**src/rtl/zone_stat_gen.sv**
```systemverilog
// Per-zone backlight statistics: crops the raster into a zone grid, accumulates
// max/sum per zone and emits one backlight value per zone in raster zone order.
module zone_stat_gen #(
  parameter int DW       = 8,
  parameter int ZONE_W   = 53,
  parameter int ZONE_H   = 53,
  parameter int ZONES_X  = 24,
  parameter int ZONES_Y  = 15,
  parameter int MARGIN_L = 4,
  parameter int MARGIN_T = 2
) (
  input  logic                               i_pix_clk,
  input  logic                               rst_n,
  input  logic                               data_de,
  input  logic [10:0]                        pix_x,
  input  logic [10:0]                        pix_y,
  input  logic [DW-1:0]                      data_gray,
  input  logic                               r_Vsync_0,
  input  logic [1:0]                         mode,
  input  logic [DW-1:0]                      blend_thr,
  output logic [$clog2(ZONES_X*ZONES_Y)-1:0] o_zone_idx,
  output logic [DW-1:0]                      o_zone_val,
  output logic                               o_zone_valid,
  output logic                               o_frame_done
);
  localparam int NZ      = ZONES_X * ZONES_Y;
  localparam int IW      = $clog2(NZ);
  localparam int NPIX    = ZONE_W * ZONE_H;
  localparam int SW      = DW + $clog2(NPIX);
  localparam int RW      = 25;
  localparam int RECIP_I = (16777216 + NPIX / 2) / NPIX;
  localparam logic [RW-1:0] RECIP = RW'(RECIP_I);
  localparam int XW  = $clog2(ZONE_W);
  localparam int YW  = (ZONE_H  > 1) ? $clog2(ZONE_H)  : 1;
  localparam int ZXW = (ZONES_X > 1) ? $clog2(ZONES_X) : 1;
  localparam int ZYW = (ZONES_Y > 1) ? $clog2(ZONES_Y) : 1;
  localparam logic [11:0] X_LO = 12'(MARGIN_L);
  localparam logic [11:0] X_HI = 12'(MARGIN_L + ZONES_X * ZONE_W);
  localparam logic [11:0] Y_LO = 12'(MARGIN_T);
  localparam logic [11:0] Y_HI = 12'(MARGIN_T + ZONES_Y * ZONE_H);

  // Mean by reciprocal multiply; a rounded-up reciprocal can overshoot full scale.
  function automatic logic [DW-1:0] mean_sat(input logic [SW-1:0] s);
    logic [SW+RW-1:0] prod;
    logic [SW:0]      q;
    prod = (SW+RW)'(s) * (SW+RW)'(RECIP);
    q    = (SW+1)'(prod >> 24);
    return (q > (SW+1)'(2**DW - 1)) ? {DW{1'b1}} : q[DW-1:0];
  endfunction

  function automatic logic [DW-1:0] blend(input logic [1:0] m, input logic [DW-1:0] mx,
                                          input logic [DW-1:0] mn, input logic [DW-1:0] thr);
    logic signed [DW+1:0] diff;
    logic [DW+1:0]        wsum;
    logic [DW-1:0]        r;
    diff = $signed({2'b00, mx}) - $signed({2'b00, mn});
    wsum = '0;
    case (m)
      2'd0: r = mx;
      2'd1: r = mn;
      2'd2: begin
        wsum = {2'b00, mx} + {2'b00, mn};
        r    = (diff > $signed({2'b00, thr})) ? DW'(wsum >> 1) : mx;
      end
      default: begin
        wsum = {1'b0, mx, 1'b0} + {2'b00, mx} + {2'b00, mn};
        r    = DW'(wsum >> 2);
      end
    endcase
    return r;
  endfunction

  logic [XW-1:0]      ix;
  logic [YW-1:0]      iy;
  logic [ZXW-1:0]     zx;
  logic [ZYW-1:0]     zy;
  logic [DW-1:0]      bank_max [ZONES_X];
  logic [SW-1:0]      bank_sum [ZONES_X];
  logic [ZONES_X-1:0] bank_vld;
  logic               in_win, acc, close, first;
  logic [DW-1:0]      nxt_max;
  logic [SW-1:0]      nxt_sum;
  logic               vld_p1;
  logic [IW-1:0]      idx_p1;
  logic [DW-1:0]      max_p1, mean_p1;

  assign in_win = ({1'b0, pix_x} >= X_LO) && ({1'b0, pix_x} < X_HI) &&
                  ({1'b0, pix_y} >= Y_LO) && ({1'b0, pix_y} < Y_HI);
  assign acc    = data_de && in_win && !r_Vsync_0;
  assign close  = acc && (ix == XW'(ZONE_W - 1)) && (iy == YW'(ZONE_H - 1));
  assign first  = ((ix == '0) && (iy == '0)) || !bank_vld[zx];

  always_comb begin
    nxt_max = data_gray;
    nxt_sum = SW'(data_gray);
    if (!first) begin
      nxt_max = (data_gray > bank_max[zx]) ? data_gray : bank_max[zx];
      nxt_sum = bank_sum[zx] + SW'(data_gray);
    end
  end

  // Accumulate: zone counters and line-of-zones bank
  always_ff @(posedge i_pix_clk or negedge rst_n) begin
    if (!rst_n) begin
      ix       <= '0;
      iy       <= '0;
      zx       <= '0;
      zy       <= '0;
      bank_vld <= '0;
      for (int i = 0; i < ZONES_X; i++) begin
        bank_max[i] <= '0;
        bank_sum[i] <= '0;
      end
    end else if (r_Vsync_0) begin
      ix       <= '0;
      iy       <= '0;
      zx       <= '0;
      zy       <= '0;
      bank_vld <= '0;
    end else if (acc) begin
      bank_max[zx] <= nxt_max;
      bank_sum[zx] <= nxt_sum;
      bank_vld[zx] <= 1'b1;
      if (ix == XW'(ZONE_W - 1)) begin
        ix <= '0;
        if (zx == ZXW'(ZONES_X - 1)) begin
          zx <= '0;
          if (iy == YW'(ZONE_H - 1)) begin
            iy <= '0;
            zy <= (zy == ZYW'(ZONES_Y - 1)) ? '0 : zy + ZYW'(1);
          end else begin
            iy <= iy + YW'(1);
          end
        end else begin
          zx <= zx + ZXW'(1);
        end
      end else begin
        ix <= ix + XW'(1);
      end
    end
  end

  // Stage 1: closing zone's final max and saturated mean
  always_ff @(posedge i_pix_clk or negedge rst_n) begin
    if (!rst_n) begin
      vld_p1  <= 1'b0;
      idx_p1  <= '0;
      max_p1  <= '0;
      mean_p1 <= '0;
    end else begin
      vld_p1 <= close;
      if (close) begin
        idx_p1  <= IW'(int'(zy) * ZONES_X + int'(zx));
        max_p1  <= nxt_max;
        mean_p1 <= mean_sat(nxt_sum);
      end
    end
  end

  // Stage 2: mode select, outputs held between strobes
  always_ff @(posedge i_pix_clk or negedge rst_n) begin
    if (!rst_n) begin
      o_zone_valid <= 1'b0;
      o_frame_done <= 1'b0;
      o_zone_idx   <= '0;
      o_zone_val   <= '0;
    end else begin
      o_zone_valid <= vld_p1;
      o_frame_done <= o_zone_valid && (o_zone_idx == IW'(NZ - 1));
      if (vld_p1) begin
        o_zone_idx <= idx_p1;
        o_zone_val <= blend(mode, max_p1, mean_p1, blend_thr);
      end
    end
  end
endmodule
```
**config.mk**
```make
export PLATFORM = sky130hd
export DESIGN_NAME = zone_stat_gen
export DESIGN_NICKNAME = d
export VERILOG_FILES = /design/src/rtl/zone_stat_gen.sv
export SDC_FILE = /design/constraint.sdc
export NUM_CORES = 2
export LEC_CHECK = 0
export BUFFER_PORTS_ARGS = -buffer_cell sky130_fd_sc_hd__buf_4
export CORE_MARGIN = 10
export CORE_UTILIZATION = 25
export CTS_CLUSTER_DIAMETER = 60
export DETAILED_ROUTE_END_ITERATION = 7
export SYNTH_ARGS = -nofsm -noshare
export SYNTH_HDL_FRONTEND = slang
export SYNTH_SLANG_ARGS = --single-unit
export TNS_END_PERCENT = 1
```
**constraint.sdc**
```tcl
create_clock -name i_pix_clk -period 10.5 [get_ports i_pix_clk]
set_input_delay 0.525 -clock i_pix_clk [delete_from_list [all_inputs] [get_ports i_pix_clk]]
set_output_delay 0.525 -clock i_pix_clk [all_outputs]
set_load 0.1 [all_outputs]
```
# After elaboration in Yosys (flattened, before gate mapping)
# Cells that the tools add are included.
# totals
wordCells	161
output_inout_bits	19
register_bits	762
in_bits	44
# op_classes
bitwise	3
n_lt_le_gt_ge	11
n_reduce_logical	25
addsub	10
mul	2
n_eq_ne	7
mux	42
# ops
op	n
bitwise mux 480 bit	1
bitwise mux 192 bit	1
binary-select mux 20 bit (select 5 bit)	1
demux 20 bit (select 5 bit)	1
2-to-1 mux 20 bit	4
2-to-1 mux 8 bit	7
2-to-1 mux 24 bit	2
2-to-1 mux 6 bit	8
binary-select mux 8 bit (select 5 bit)	1
demux 8 bit (select 5 bit)	1
multiplier 20 x 13 -> 33 bit (second input constant)	1
2-to-1 mux 4 bit	6
bitwise OR 24 bit	1
one-hot mux 8 bit (3 select lines)	1
adder 20 x 8 -> 20 bit	1
2-to-1 mux 5 bit	4
adder 6 x 1 -> 6 bit (second input constant)	2
equality test 6 bit (second input constant)	2
logical NOT 6 bit	2
>= comparator 11 x 2 -> 1 bit (second input constant)	1
>= comparator 11 x 3 -> 1 bit (second input constant)	1
logical AND 1 bit	11
less-than comparator 11 x 10 -> 1 bit (second input constant)	1
less-than comparator 11 bit (second input constant)	1
other kinds (32)	38

# Logic depth before layout (Yosys ltp)
# logic_depth
ltp_word	9
ltp_mapped	41

# Worst setup path after synthesis
# Ideal clock, no wire load.
# synth_timing
kind	reg-to-reg
from	reg zx[0]
to	reg mean_p1[1]
path_slack_ns	0.942
stages_incl_launch_ff	38
arrival_ns	9.478
path_buffers	7
setup_ns	0.080
path_cell_list	dfrtp_1 -> buf_6 -> buf_4 -> buf_2 -> buf_2 -> buf_2 -> buf_2 -> mux4_2 -> a22oi_1 -> nand3_1 -> ha_1 -> nor2b_1 -> o21a_1 -> nor2_1 -> o21ai_0 -> o2111ai_1 -> nor4b_2 -> mux2i_1 -> [2 not listed] -> ha_1 -> inv_1 -> fa_1 -> inv_1 -> fa_1 -> fa_1 -> inv_1 -> fa_1 -> inv_1 -> ha_1 -> nand2_1 -> nor3_1 -> a221oi_1 -> a31oi_1 -> o31a_1 -> o21a_1 -> o21ai_1 -> a2bb2oi_1
# synth_via
elab_chain_cells	9
# synth_rtl
element	line_no	text
from (decl)	75	logic [ZXW-1:0] zx;
from (signal assigned)	135	zx <= zx + ZXW'(1);
inverter 5 -> 6 bit (not written as such)	98	nxt_sum = bank_sum[zx] + SW'(data_gray);
binary-select mux 20 bit (select 5 bit)	98	
2-to-1 mux 20 bit (not written as such) (2 in series)	98	
adder 20 x 8 -> 20 bit	98	
2-to-1 mux 20 bit (*)	96	if (!first) begin
net nxt_sum[16]	82	logic [SW-1:0] nxt_sum;
multiplier 20 x 13 -> 33 bit (*)	46	prod = (SW+RW)'(s) * (SW+RW)'(RECIP);
greater-than comparator 9 x 8 -> 1 bit	48	return (q > (SW+1)'(2**DW - 1)) ? {DW{1'b1}} : q[DW-1:0];
2-to-1 mux 8 bit (*)	48	
to (signal assigned)	155	mean_p1 <= mean_sat(nxt_sum);
to (decl)	85	logic [DW-1:0] max_p1, mean_p1;
# Mark *: on every way through the listed nets, which the timed path passes. The rest lies on a longest branch. The select of a mux whose other input is x is not followed.
# A chain may end at the register's enable or synchronous reset.

# Final worst setup path
# layout_timing
from	reg zx[1]
to	reg mean_p1[1]
# Same word-level chain as after synthesis.

==> impl_metrics.toml <==
[status]
result_of_the_run = "finished, final reports clean"

[floorplanning]
num_io_pins = 63
die_height_um = 421
core_area_sq_um = 160000
start_util = 0.251
die_width_um = 421
fp.dieArea_sq_um = 178000
placementRows = 147

[setup_path]
crit_path_max_fanout = 36
critical_path.startpoint_type = "register"
timing.critical_path.mode_cell = "sky130_fd_sc_hd__fa_1"
critPathSlowestCell = "sky130_fd_sc_hd__dfrtp_4"
crit_required_ns = 11.07
r2r-start = "zx[1]"
setup.worst_path.class = "register to register"
endpoint_kind = "register"
cp_data_arrival_time_ns = 10.42
crit_path_max_incr_delay_ns = 0.89
crit_start = "zx[1]"

[final_layout]
nFillCells = 16600
final-seq-area_sq_um = 19100
multiInputGateArea_sq_um = 19200
drive_gt1_frac = 0.157
design.final.nets = 4132
postLayoutCoreUtil = 0.288
syn2layout_area_growth_pct = 14.8

[global_route]
maximum_number_of_pins_on_one_net_before_global_route_repair = 169
antenna_found_initial = 4
grt_pass1_wl_mm = 180
grt_util_all_layers = 0.127
grt-ovfl-total = 0
grt_pass1_vias = 29700

[detailed_routing]
drc = 0
detail_route.iter0.violations = 2312
via_count = 28800
average_routed_wire_per_standard_cell_um = 19.0
ant_nets = 0
total_wirelength_of_the_detailed_routed_design_mm = 115
avgViaCountPerCell = 4.76
length_of_the_first_detailed_routing_pass_in_iterations = 7

[clock_network]
tritoncts = "yes"
cts_buffers = 84
cts_max_path_buffers = 3
clock_insertion_delay_worst_skew_ns = 0.66
clk_pin_slew_worst_paths_ns = 0.06
cts_repair_resize_count = 0
cts_sinks = 762
root_buffer = "sky130_fd_sc_hd__clkbuf_16"
h-tree-depth = 3

[timing]
min_clock_period_post_route_ns = 9.85
finClkSkew_ns = 0.0321
slew-limit-headroom = 0.199
max_clock_freq_ghz = 0.102
worst_pin_slew_ns = 1.18
slew_viol_final = 0
final-setup-viol-count = 0
post-route-period-util = 0.938
rsz0062_at_grt = "no"
setup-tns-final_ns = 0
report.final.hold_viol_count = 0

[logic_synthesis]
synthesized_net_count = 4150
synth_enable_flop_cells = 0
ys_dominant_reg_cell = "sky130_fd_sc_hd__dfrtp_1"
yosys_register_bits = 762
synth_cells = 3835
area_share_of_the_leading_cell_type_in_the_synthesized_netlist = 0.474
synth_area_leaders = "sky130_fd_sc_hd__dfrtp_1, sky130_fd_sc_hd__mux4_2, sky130_fd_sc_hd__nand2_1"
leading_area_contributor_after_synthesis = "sky130_fd_sc_hd__dfrtp_1"
sequential_area_share_after_synthesis = 0.474
yosysMostFrequentCell = "sky130_fd_sc_hd__dfrtp_1"
yosysWarningCount = 0
synth.cells.most_frequent = "sky130_fd_sc_hd__dfrtp_1, sky130_fd_sc_hd__nand2_1, sky130_fd_sc_hd__o21ai_0"
netlist_area_sq_um = 40300
synth.lib_cells_used.distinct = 84
synth.avg_cell_area_sq_um = 10.5
synth_async_sr_flop_share = 1.00

[power_and_ir_drop]
max_ir_drop_vdd_uv = 108
power_per_cell_area_nw_per_um2 = 150
leakagePower_uw = 0.0204

[placement]
finalWeightedCongestion = 0.845
quantity_of_i_o_buffers_inserted_on_ports = 60
place_hpwl_mm = 76.5

[run]
drv_cap = 0

[worst_hold_path]
timing.hold.worst.class = "primary input to async pin"
per-layer routing:
metal	vias up	share of wire	track usage	routed length [um]
li1	13200	-	-	-
met4	0	0.028	0.0429	3240
met5	-	0	0	0
met3	191	0.057	0.0215	6590
met1	14700	0.43	0.165	49800
met2	752	0.48	0.213	55400
cells by family (layout without fill, tap and decap cells):
family / count (synthesis) / in the layout / share of synthesized area
simple gates: 979 / 979 / 0.104
compound gates: 928 / 928 / 0.130
flops: 762 / 762 / 0.474
buf+inv: 529 / 583 / 0.0532
mux: 324 / 324 / 0.125
fa+ha+maj: 271 / 271 / 0.105
xor+xnor: 42 / 42 / 0.00914
other cells: 0 / 4 / 0
path summary, 6_finish.rpt:
path | to | slack, ns | depth (start not counted)
worst max-delay path | mean_p1[1] | 0.65 | 30
min in group i_pix_clk | o_zone_val[7] | 0.32 | 3
worst min register to register | idx_p1[2] | 0.47 | 2
worst min-delay path | bank_sum[440] | 0.007 | 1
max in group asynchronous | zx[1] | 8.09 | 3
worst max register to register | mean_p1[1] | 0.65 | 30
cell type report:
cell class | count | share of cell area
flip-flops and latches | 762 | 0.413
clock inverters | 46 | 0.0127
repair buffers | 164 | 0.0281
diodes | 4 | 0.000216
well taps | 2160 | 0.0584
inverters | 261 | 0.0212
clock buffers | 112 | 0.0514
multi-input cells | 2544 | 0.415
sequential cells by signal, summed over array words and instances, names as in the netlist, 8 cells and up:
register	cells
bank_max	192
bank_sum	480
bank_vld	24
idx_p1	9
max_p1	8
mean_p1	8
o_zone_idx	9
o_zone_val	8
repair_timing:
action / in CTS / in global routing
hold buffers: 0 / 0
buffers inserted: 0 / 1
setup endpoints to repair: 0 / 7
power by group:
| part | internal [uW] | switching [uW] | leakage [uW] | total (uW) |
|---|---|---|---|---|
| logic | 319 | 543 | 0.00836 | 862 |
| clock network | 1860 | 1270 | 0.00146 | 3120 |
| registers | 2960 | 16.2 | 0.0106 | 2970 |
cell usage in the layout (no fill, tap or decap), drive strengths merged, types with 88 or more instances in the layout:
master and n:
inv 267, buf 164, fa 111, mux2 88, o21ai 674, mux2i 108
mux4 128, clkbuf 112, dfrtp 762, nand2 711, ha 160
stage by stage:
step / setup slack (ns) / instance area [sq um] / total power, uW / hold WS, ns / std cells
2_1_floorplan: 0.942 / 40300 / 3610 / 0.229 / 3835
3_3_place_gp: 0.577 / 43200 / 3900 / 0.451 / 5890
3_5_place_dp: 0.549 / 43200 / 3900 / 0.456 / 5890
4_1_cts: 0.559 / 46200 / 7030 / 0.0194 / 6048
5_1_grt: 0.0917 / 46200 / 7310 / 0.0598 / 6052
6_report: 0.653 / 46200 / 6960 / 0.00739 / 6053
critical path, delay by kind of cell (launching register included):
kind                       cells  cell delay [ns]
buffers and inverters          5             0.81
AOI/OAI and AO/OA             10             3.03
DFF                            1             0.89
adders and majority gates      7             3.18
muxes                          2             0.63
and+or+nand+nor                6             1.09
Note: power is estimated with default switching activity, not from simulation.
